<file path="config.mk">
export PLATFORM = sky130hd
export DESIGN_NAME = code_lock_ctrl
export DESIGN_NICKNAME = d
export VERILOG_FILES = /design/src/rtl/code_lock_ctrl.sv
export SDC_FILE = /design/constraint.sdc
export NUM_CORES = 1
export LEC_CHECK = 0
export BUFFER_PORTS_ARGS = -buffer_cell sky130_fd_sc_hd__clkbuf_2
export CAP_MARGIN = 20
export CORE_AREA = 5 5 81 83
export DETAILED_ROUTE_END_ITERATION = 7
export DIE_AREA = 0 0 86 88
export HOLD_SLACK_MARGIN = 0.1
export MAX_ROUTING_LAYER = met4
export PLACE_DENSITY = 0.58
export RECOVER_POWER = 25
export SYNTH_ARGS = -nofsm -noshare
export SYNTH_HDL_FRONTEND = slang
export SYNTH_SLANG_ARGS = --single-unit
</file>
<file path="constraint.sdc">
create_clock -name clk_i -period 5.1 [get_ports clk_i]
set_input_delay 0.255 -clock clk_i [delete_from_list [all_inputs] [get_ports clk_i]]
set_output_delay 0.255 -clock clk_i [all_outputs]
set_load 0.01 [all_outputs]
</file>
<file path="src/rtl/code_lock_ctrl.sv">
// Keypad code lock: digit entry, code check, timed unlock, code reprogramming and
// alarm with key lockout after repeated wrong codes.
//
// state     | meaning
// S_IDLE    | collecting digits for an unlock attempt
// S_CHECK   | one cycle comparing the entry buffer against the stored code
// S_OPEN    | bolt released, unlock timer running
// S_PROG    | collecting a new code, programming-window timer running
// S_LOCKOUT | alarm tripped, all keys ignored until the lockout timer runs out
module code_lock_ctrl #(
   parameter int DIGITS         = 4,
   parameter int DIGIT_W        = 4,
   parameter logic [DIGITS*DIGIT_W-1:0] DEFAULT_CODE = 16'h1234,
   parameter int MAX_FAIL       = 3,
   parameter int UNLOCK_CYCLES  = 8,
   parameter int LOCKOUT_CYCLES = 16
) (
   input  logic                            clk_i,
   input  logic                            rst_i,
   input  logic                            key_valid_i,
   input  logic [DIGIT_W-1:0]              digit_i,
   input  logic                            key_enter_i,
   input  logic                            key_prog_i,
   output logic                            lock_open_o,
   output logic                            prog_mode_o,
   output logic                            alarm_o,
   output logic                            lockout_o,
   output logic [DIGITS-1:0]               led_progress_o,
   output logic [$clog2(MAX_FAIL+1)-1:0]   fail_count_o
);

   localparam int CODE_W = DIGITS * DIGIT_W;
   localparam int CNT_W  = $clog2(DIGITS + 1);
   localparam int FAIL_W = $clog2(MAX_FAIL + 1);
   localparam int MAX_T  = (UNLOCK_CYCLES > LOCKOUT_CYCLES) ? UNLOCK_CYCLES : LOCKOUT_CYCLES;
   localparam int TMR_W  = $clog2(MAX_T + 1);

   localparam logic [CNT_W-1:0]  CNT_FULL  = CNT_W'(DIGITS);
   localparam logic [FAIL_W-1:0] FAIL_MAX  = FAIL_W'(MAX_FAIL);
   localparam logic [TMR_W-1:0]  T_UNLOCK  = TMR_W'(UNLOCK_CYCLES);
   localparam logic [TMR_W-1:0]  T_LOCKOUT = TMR_W'(LOCKOUT_CYCLES);

   typedef enum logic [2:0] {
      S_IDLE,
      S_CHECK,
      S_OPEN,
      S_PROG,
      S_LOCKOUT
   } state_t;

   state_t              state_q, state_d;
   logic [CODE_W-1:0]   buf_q, buf_d;
   logic [CODE_W-1:0]   code_q, code_d;
   logic [CNT_W-1:0]    cnt_q, cnt_d;
   logic [TMR_W-1:0]    timer_q, timer_d;
   logic [FAIL_W-1:0]   fail_q, fail_d;
   logic                alarm_q, alarm_d;
   logic                lock_open_q, prog_mode_q, lockout_q;
   logic [DIGITS-1:0]   led_q, led_d;

   logic                full;
   logic                tmr_last;
   logic [TMR_W-1:0]    timer_dec;
   logic [FAIL_W-1:0]   fail_inc;
   logic [CODE_W-1:0]   buf_shifted;

   assign full        = (cnt_q == CNT_FULL);
   // Terminal count at 1 so a window loaded with N lasts exactly N cycles.
   assign tmr_last    = (timer_q <= TMR_W'(1));
   assign timer_dec   = (timer_q != '0) ? timer_q - TMR_W'(1) : '0;
   assign fail_inc    = (fail_q == FAIL_MAX) ? fail_q : fail_q + FAIL_W'(1);
   assign buf_shifted = (buf_q << DIGIT_W) | CODE_W'(digit_i);

   always_comb begin
      state_d = state_q;
      buf_d   = buf_q;
      cnt_d   = cnt_q;
      timer_d = timer_q;
      code_d  = code_q;
      fail_d  = fail_q;
      alarm_d = alarm_q;
      led_d   = '0;

      case (state_q)
         S_IDLE: begin
            if (key_enter_i) begin
               if (full) begin
                  state_d = S_CHECK;
               end else begin
                  buf_d = '0;
                  cnt_d = '0;
               end
            end else if (key_valid_i && !full) begin
               buf_d = buf_shifted;
               cnt_d = cnt_q + CNT_W'(1);
            end
         end

         S_CHECK: begin
            buf_d = '0;
            cnt_d = '0;
            if (buf_q == code_q) begin
               fail_d  = '0;
               alarm_d = 1'b0;
               timer_d = T_UNLOCK;
               state_d = S_OPEN;
            end else begin
               fail_d = fail_inc;
               if (fail_inc == FAIL_MAX) begin
                  alarm_d = 1'b1;
                  timer_d = T_LOCKOUT;
                  state_d = S_LOCKOUT;
               end else begin
                  state_d = S_IDLE;
               end
            end
         end

         S_OPEN: begin
            timer_d = timer_dec;
            if (key_prog_i) begin
               timer_d = T_UNLOCK;
               state_d = S_PROG;
            end else if (tmr_last) begin
               state_d = S_IDLE;
            end
         end

         S_PROG: begin
            timer_d = timer_dec;
            if (key_enter_i || tmr_last) begin
               if (key_enter_i && full) begin
                  code_d = buf_q;
               end
               buf_d   = '0;
               cnt_d   = '0;
               timer_d = '0;
               state_d = S_IDLE;
            end else if (key_valid_i && !full) begin
               buf_d = buf_shifted;
               cnt_d = cnt_q + CNT_W'(1);
            end
         end

         S_LOCKOUT: begin
            timer_d = timer_dec;
            if (tmr_last) begin
               state_d = S_IDLE;
            end
         end

         default: begin
            state_d = S_IDLE;
         end
      endcase

      if (state_d == S_IDLE || state_d == S_PROG) begin
         for (int i = 0; i < DIGITS; i++) begin
            led_d[i] = (int'(cnt_d) > i);
         end
      end
   end

   always_ff @(posedge clk_i) begin
      if (rst_i) begin
         state_q     <= S_IDLE;
         buf_q       <= '0;
         cnt_q       <= '0;
         timer_q     <= '0;
         code_q      <= DEFAULT_CODE;
         fail_q      <= '0;
         alarm_q     <= 1'b0;
         lock_open_q <= 1'b0;
         prog_mode_q <= 1'b0;
         lockout_q   <= 1'b0;
         led_q       <= '0;
      end else begin
         state_q     <= state_d;
         buf_q       <= buf_d;
         cnt_q       <= cnt_d;
         timer_q     <= timer_d;
         code_q      <= code_d;
         fail_q      <= fail_d;
         alarm_q     <= alarm_d;
         lock_open_q <= (state_d == S_OPEN);
         prog_mode_q <= (state_d == S_PROG);
         lockout_q   <= (state_d == S_LOCKOUT);
         led_q       <= led_d;
      end
   end

   assign lock_open_o    = lock_open_q;
   assign prog_mode_o    = prog_mode_q;
   assign alarm_o        = alarm_q;
   assign lockout_o      = lockout_q;
   assign led_progress_o = led_q;
   assign fail_count_o   = fail_q;

endmodule

</file>
* Yosys cells after proc, flatten, opt, wreduce, memory -nomap -nowiden
Index checks and enable logic that the tools add are counted.
** Storage, ports and cells
- Word-level logic and storage cells :: 78
- Register bits :: 53
- Output and inout port bits :: 10
- Bits of input ports :: 9
** Cells by class
- $lt $le $gt $ge :: 5
- Bitwise gates (word level) :: 2
- Reduce and logical (&&, ||, !) cells :: 16
- Equality and inequality tests :: 13
- Multiplexer cells :: 28
- Add/sub/neg operators :: 3
** Operators by type and width (number)
- 16-bit 2-to-1 mux :: 4
- 16-bit one-hot mux with 3 select lines :: 1
- 3-bit 2-to-1 mux :: 11
- 5-bit 2-to-1 mux :: 5
- 5-bit one-hot mux with 4 select lines :: 1
- 16-bit equality test :: 1
- 16-bit by 4-bit bitwise OR with 16-bit output :: 1
- 3-bit one-hot mux with 5 select lines :: 1
- 3-bit by 2-bit equality test with 1-bit output, second input constant :: 4
- 3-bit equality test, second input constant :: 3
- 3-bit one-hot mux with 3 select lines :: 1
- 3-bit by 1-bit greater-than comparator with 1-bit output, second input constant :: 2
- 3-bit by 2-bit greater-than comparator with 1-bit output, second input constant :: 2
- 3-bit logical NOT :: 2
- 3-bit != test, second input constant :: 2
- 2-bit AND reduction :: 3
- 5-bit by 1-bit <= comparator with 1-bit output, second input constant :: 1
- 5-bit nonzero test :: 1
- 5-bit by 1-bit subtractor with 5-bit output, second input constant :: 1
- 2-bit equality test, second input constant :: 2
- 2-bit 2-to-1 mux :: 2
- 4-bit nonzero test :: 1
- 3-bit by 1-bit adder with 3-bit output, second input constant :: 1
- 3-bit by 1-bit equality test with 1-bit output, second input constant :: 1
- other kinds (10) :: 13

* Depth between registers and ports, before layout
- Depth after elaboration :: 10
- Depth in mapped cells :: 8
- Mapped depth without buffers :: 8

* Worst setup path before layout
OpenSTA, ideal clock, no wires.
- Path kind :: register to register
- From :: reg timer_q[1]
- To :: reg led_q[1] (netlist: led_progress_o[1])
- Required time :: 4.970 ns
- Clock period less this slack :: 1.743 ns
- Buffers on the path :: 0
- Data arrival time :: 1.613 ns
- Library setup time :: 0.130 ns
- Cell stages (with the launch flop) :: 9
- Path slack :: 3.357 ns
- Path through :: dfxtp_1 -> inv_1 -> ha_1 -> o21bai_1 -> a21oi_1 -> a22o_1 -> o21ai_2 -> a32oi_1 -> nor2b_1
** Between the ends
- Longest elaborated chain between the ends :: 8
- Elaborated cells on any way between the ends :: 14
- Those cells by class :: order compare (2); eq/ne (1); mux (6); bitwise (1); reduce/logical (4)
** RTL lines
- start, declared :: line 55 : logic [TMR_W-1:0] timer_q, timer_d;
- start signal, assigned :: line 181 : timer_q <= timer_d;
- 5-bit by 1-bit <= comparator with 1-bit output (*) :: line 69 : assign tmr_last = (timer_q <= TMR_W'(1));
- 3-bit 2-to-1 mux or 1-bit logical OR (tied branches) :: line 124, 147, 131
- 3-bit 2-to-1 mux (on tied branches) :: line 121, 131
- 3-bit one-hot mux with 5 select lines :: line 84 : case (state_q)
- 3-bit by 2-bit equality test with 1-bit output or 3-bit logical NOT (tied branches) :: line 157 : if (state_d == S_IDLE || state_d == S_PROG) begin
- 1-bit logical OR :: line 157
- 1-bit inverter (no source line)
- 2-bit OR reduction (no source line)
- end signal, assigned :: line 188 : led_q <= led_d;
- end, declared :: line 59 : logic [DIGITS-1:0] led_q, led_d;
Mark *: on every way between the ends. The rest lies on a longest branch, timed or not.
A chain may end at the register's enable or synchronous reset.

* Final worst setup path
- From :: reg timer_q[1]
- To :: reg led_q[2] (netlist: led_progress_o[2])
Same word-level chain as after synthesis.

==> impl_results.md <==
* Outcome: finished clean
* Post-layout min period at 2620 ps
* Synthesized Nets at 296
* Dpl hpwl at 3420 um
* Sequential power share at 61.3%
* # hold bufs at CTS at 0
* # IOs at 19
* Setup TNS at 0 ps
* Critical Path Stages at 9
* Gr usage total at 14.7%
* Reg clk slew, reported paths at 100 ps
* Hold Worst Slack at 172 ps
* Max IR drop VDD at 139 uV
* Final wirelength at 4960 um
* Vias in the first global route at 1764
* Post-route DRC at 0
* RSZ-0062 raised after global routing: false
* CTS tree: built
* Cell count of the worst reg-to-reg path at 9
* Worst-Skew Late Latency at 310 ps
* Psw at 0.159 mW
* Non-filler cells, final at 373
* Combinational power share at 4.7%
* Buffers on Ports at 18
* Cells after Synth at 282
* H-Tree Depth at 2
* Area share of fa/ha/maj cells after synthesis at 2.54%
* WP data required at 5270 ps
* Worst-margin pin slew at 890 ps
* Commonest non-fill, non-tap cell in the layout: dfxtp_1
* Layout cell share with drive strength beyond 1 at 9.40%
* Root buffer cell: clkbuf_8
* Worst Skew at 6.38 ps
* Pin count of the biggest net entering global routing at 24
* Compound-Gate Fraction of Synth Area at 14.4%
* Worst EP arrival at 2800 ps
* CTS Buffer Depth at 2
* # clock sinks at 53
* Final Max Tran Viols at 0
* Die height at 88 um
* Post-CTS sizing at 0
* Iter 0 DRT Violations at 73
* Fillcell total at 576
* Sw frac at 23.3%
* Fmax at 0.382 GHz
* Initial core utilization at 42.7%
* Initial antenna violation count at 0
* Worst path cell trace: inv_1 > ha_1 > o21bai_1 > a211oi_1 > o31ai_2 > clkbuf_1 > nor2_1 > a32oi_1 > a31oi_1
* Max-Slew Margin vs Limit at 40.7%
* CP Class: reg -> reg
* Final Hold Viols at 0
* Antenna cells at 0
* WL/cell at 13.3 um
* Inserted Clock Buffers at 5
* Mux contribution to synthesized area at 7.71%
* Max Cap Viol at 0
* Worst Hold Depth at 3
* Grt ovf at 0
* Crit path max-delay family: compound AO/OA/AOI/OAI gates
* Asr flop ratio synth at 0%
* Tot Pwr at 0.682 mW
* WP buf/inv at 2
* Yosys reg bits at 53
* Mean number of vias per cell at 5.16
* HP Class: in -> reg
* First-pass GRT wire length at 8650 um
* Area grow syn2layout at 8.42%
* Count of different cell masters after synthesis at 43
* Most frequent cells in the layout: dfxtp_1, nand2_1, nor2_1
* Clock Power Share at 34.0%
* Fin crit share at 51.4%
* Internal at 0.524 mW
* Core Area at 5780 um^2
* Mapped Avg Cell Area at 8.75 um^2
* Post-Synth XOR/XNOR Area at 6.04%
* Placed insts at 364
* DRT Pass-1 Iters at 4
* Setup violations, final at 0
* Pwr/cell area at 255 nW/um^2
* Startpoint Class: flip-flop
* Critical path peak fanout at 20
* Simple-Gate Fraction of Synth Area at 22.3%
* Largest family of logic cells by synthesized area: simple AND/OR/NAND/NOR gates
* Via count at 1925
* Slowest-stage cell, CP: clkbuf_1
* Area post-placement at 2600 um^2
* Final Cell Area at 2670 um^2
* Cell Area, Synth at 2470 um^2
* Post-synth EDFFs at 0
* Remaining antenna violation count at 0
* Synth Warn # at 0
* Die footprint at 7570 um^2
* Die width at 86 um
* CP endpoint kind: flip-flop
* CP peak stage delay at 690 ps
* Sequential area share after synthesis at 43.0%
* Site row count at 28
* Setup Buffers After CTS at 0
* Final nets at 311
* Pre-CTS setup slack at 2780 ps
* Final Worst Setup Slack at 2480 ps
* Util after Layout at 46.3%
* GPL Wtd Cong at 0.815
* Leakage at 1.06 nW
* Synth Flop Type: dfxtp_1
-- worst paths after layout --
| kind | startpoint | to | slack (ps) |
|---|---|---|---|
| worst max-delay path | timer_q[1] | led_progress_o[2] | 2480 |
| worst min-delay path | digit_i[3] | buf_q[3] | 170 |
| worst max register to register | timer_q[1] | led_progress_o[2] | 2480 |
| worst min register to register | code_q[8] | code_q[8] | 470 |
-- kinds of logic (layout without fill, tap and decap cells) --
logic type / count (synthesis) / in the layout
and+or+nand+nor: 113 / 113
AOI/OAI and AO/OA: 53 / 53
DFF: 53 / 53
buffers and inverters: 22 / 38
muxes: 19 / 19
xor gates and xnor gates: 17 / 17
adders and majority gates: 5 / 5
-- sequential cells by signal (all words and copies together), names as in the netlist --
register / flops
buf_q: 16
code_q: 16
timer_q: 5
led_progress_o: 4
cnt_q: 3
state_q: 3
fail_count_o: 2
alarm_o: 1
lock_open_o: 1
lockout_o: 1
prog_mode_o: 1
-- cell usage after synthesis, drive strengths merged (2+ instances only) --
library cell / n / area [um^2]
inv: 10 / 37.5
a32oi: 2 / 17.5
nand2b: 3 / 18.8
and2: 4 / 25.0
o21bai: 2 / 15.0
ha: 5 / 62.6
or3: 2 / 12.5
mux2i: 19 / 190
xor2: 16 / 140
and3: 3 / 18.8
a311oi: 2 / 23.8
a31oi: 7 / 43.8
o21a: 3 / 22.5
nor4: 6 / 62.6
o31ai: 2 / 15.0
dfxtp: 53 / 1060
a21oi: 24 / 128
nor2b: 3 / 18.8
nor2: 33 / 124
nand2: 42 / 158
buf: 8 / 45.0
clkbuf: 4 / 16.3
nand3: 10 / 50.1
nor3: 5 / 41.3
o21ai: 4 / 23.8
-- worst register-to-register path, cell delays in order (launching register included) --
cell and delay [ps]:
dfxtp_1 340, inv_1 100, ha_1 140, o21bai_1 220
a211oi_1 160, o31ai_2 230, clkbuf_1 690, nor2_1 120
a32oi_1 420, a31oi_1 70
-- power by group through the flow --
stage	Combinational (mW)	Clock [mW]	Sequential, mW
finish	0.0320	0.232	0.418
CTS	0.0324	0.245	0.419
floorplan	0.0228	0	0.428
global placement	0.0326	0	0.428
detailed placement	0.0323	0	0.428
global route	0.0351	0.260	0.419
-- per-layer routing --
layer / routed length, um / GRT usage, % / vias up
li1: - / - / 997
met4: 72 / 5.47 / 0
met2: 2300 / 22.8 / 44
met1: 2340 / 18.7 / 878
met5: 0 / - / -
met3: 242 / 3.39 / 6
-- final cells by class --
class	instances	area (um^2)	area share (%)
Timing Repair Buffer	20	96.3	3.60
Inverter	10	37.5	1.40
Tap cell	75	93.8	3.51
Sequential cell	53	1060	39.7
Multi-Input combinational cell	207	1300	48.6
Clock buffer	5	68.8	2.57
Clock inverter	3	17.5	0.655
(Power assumes the default switching activity.)
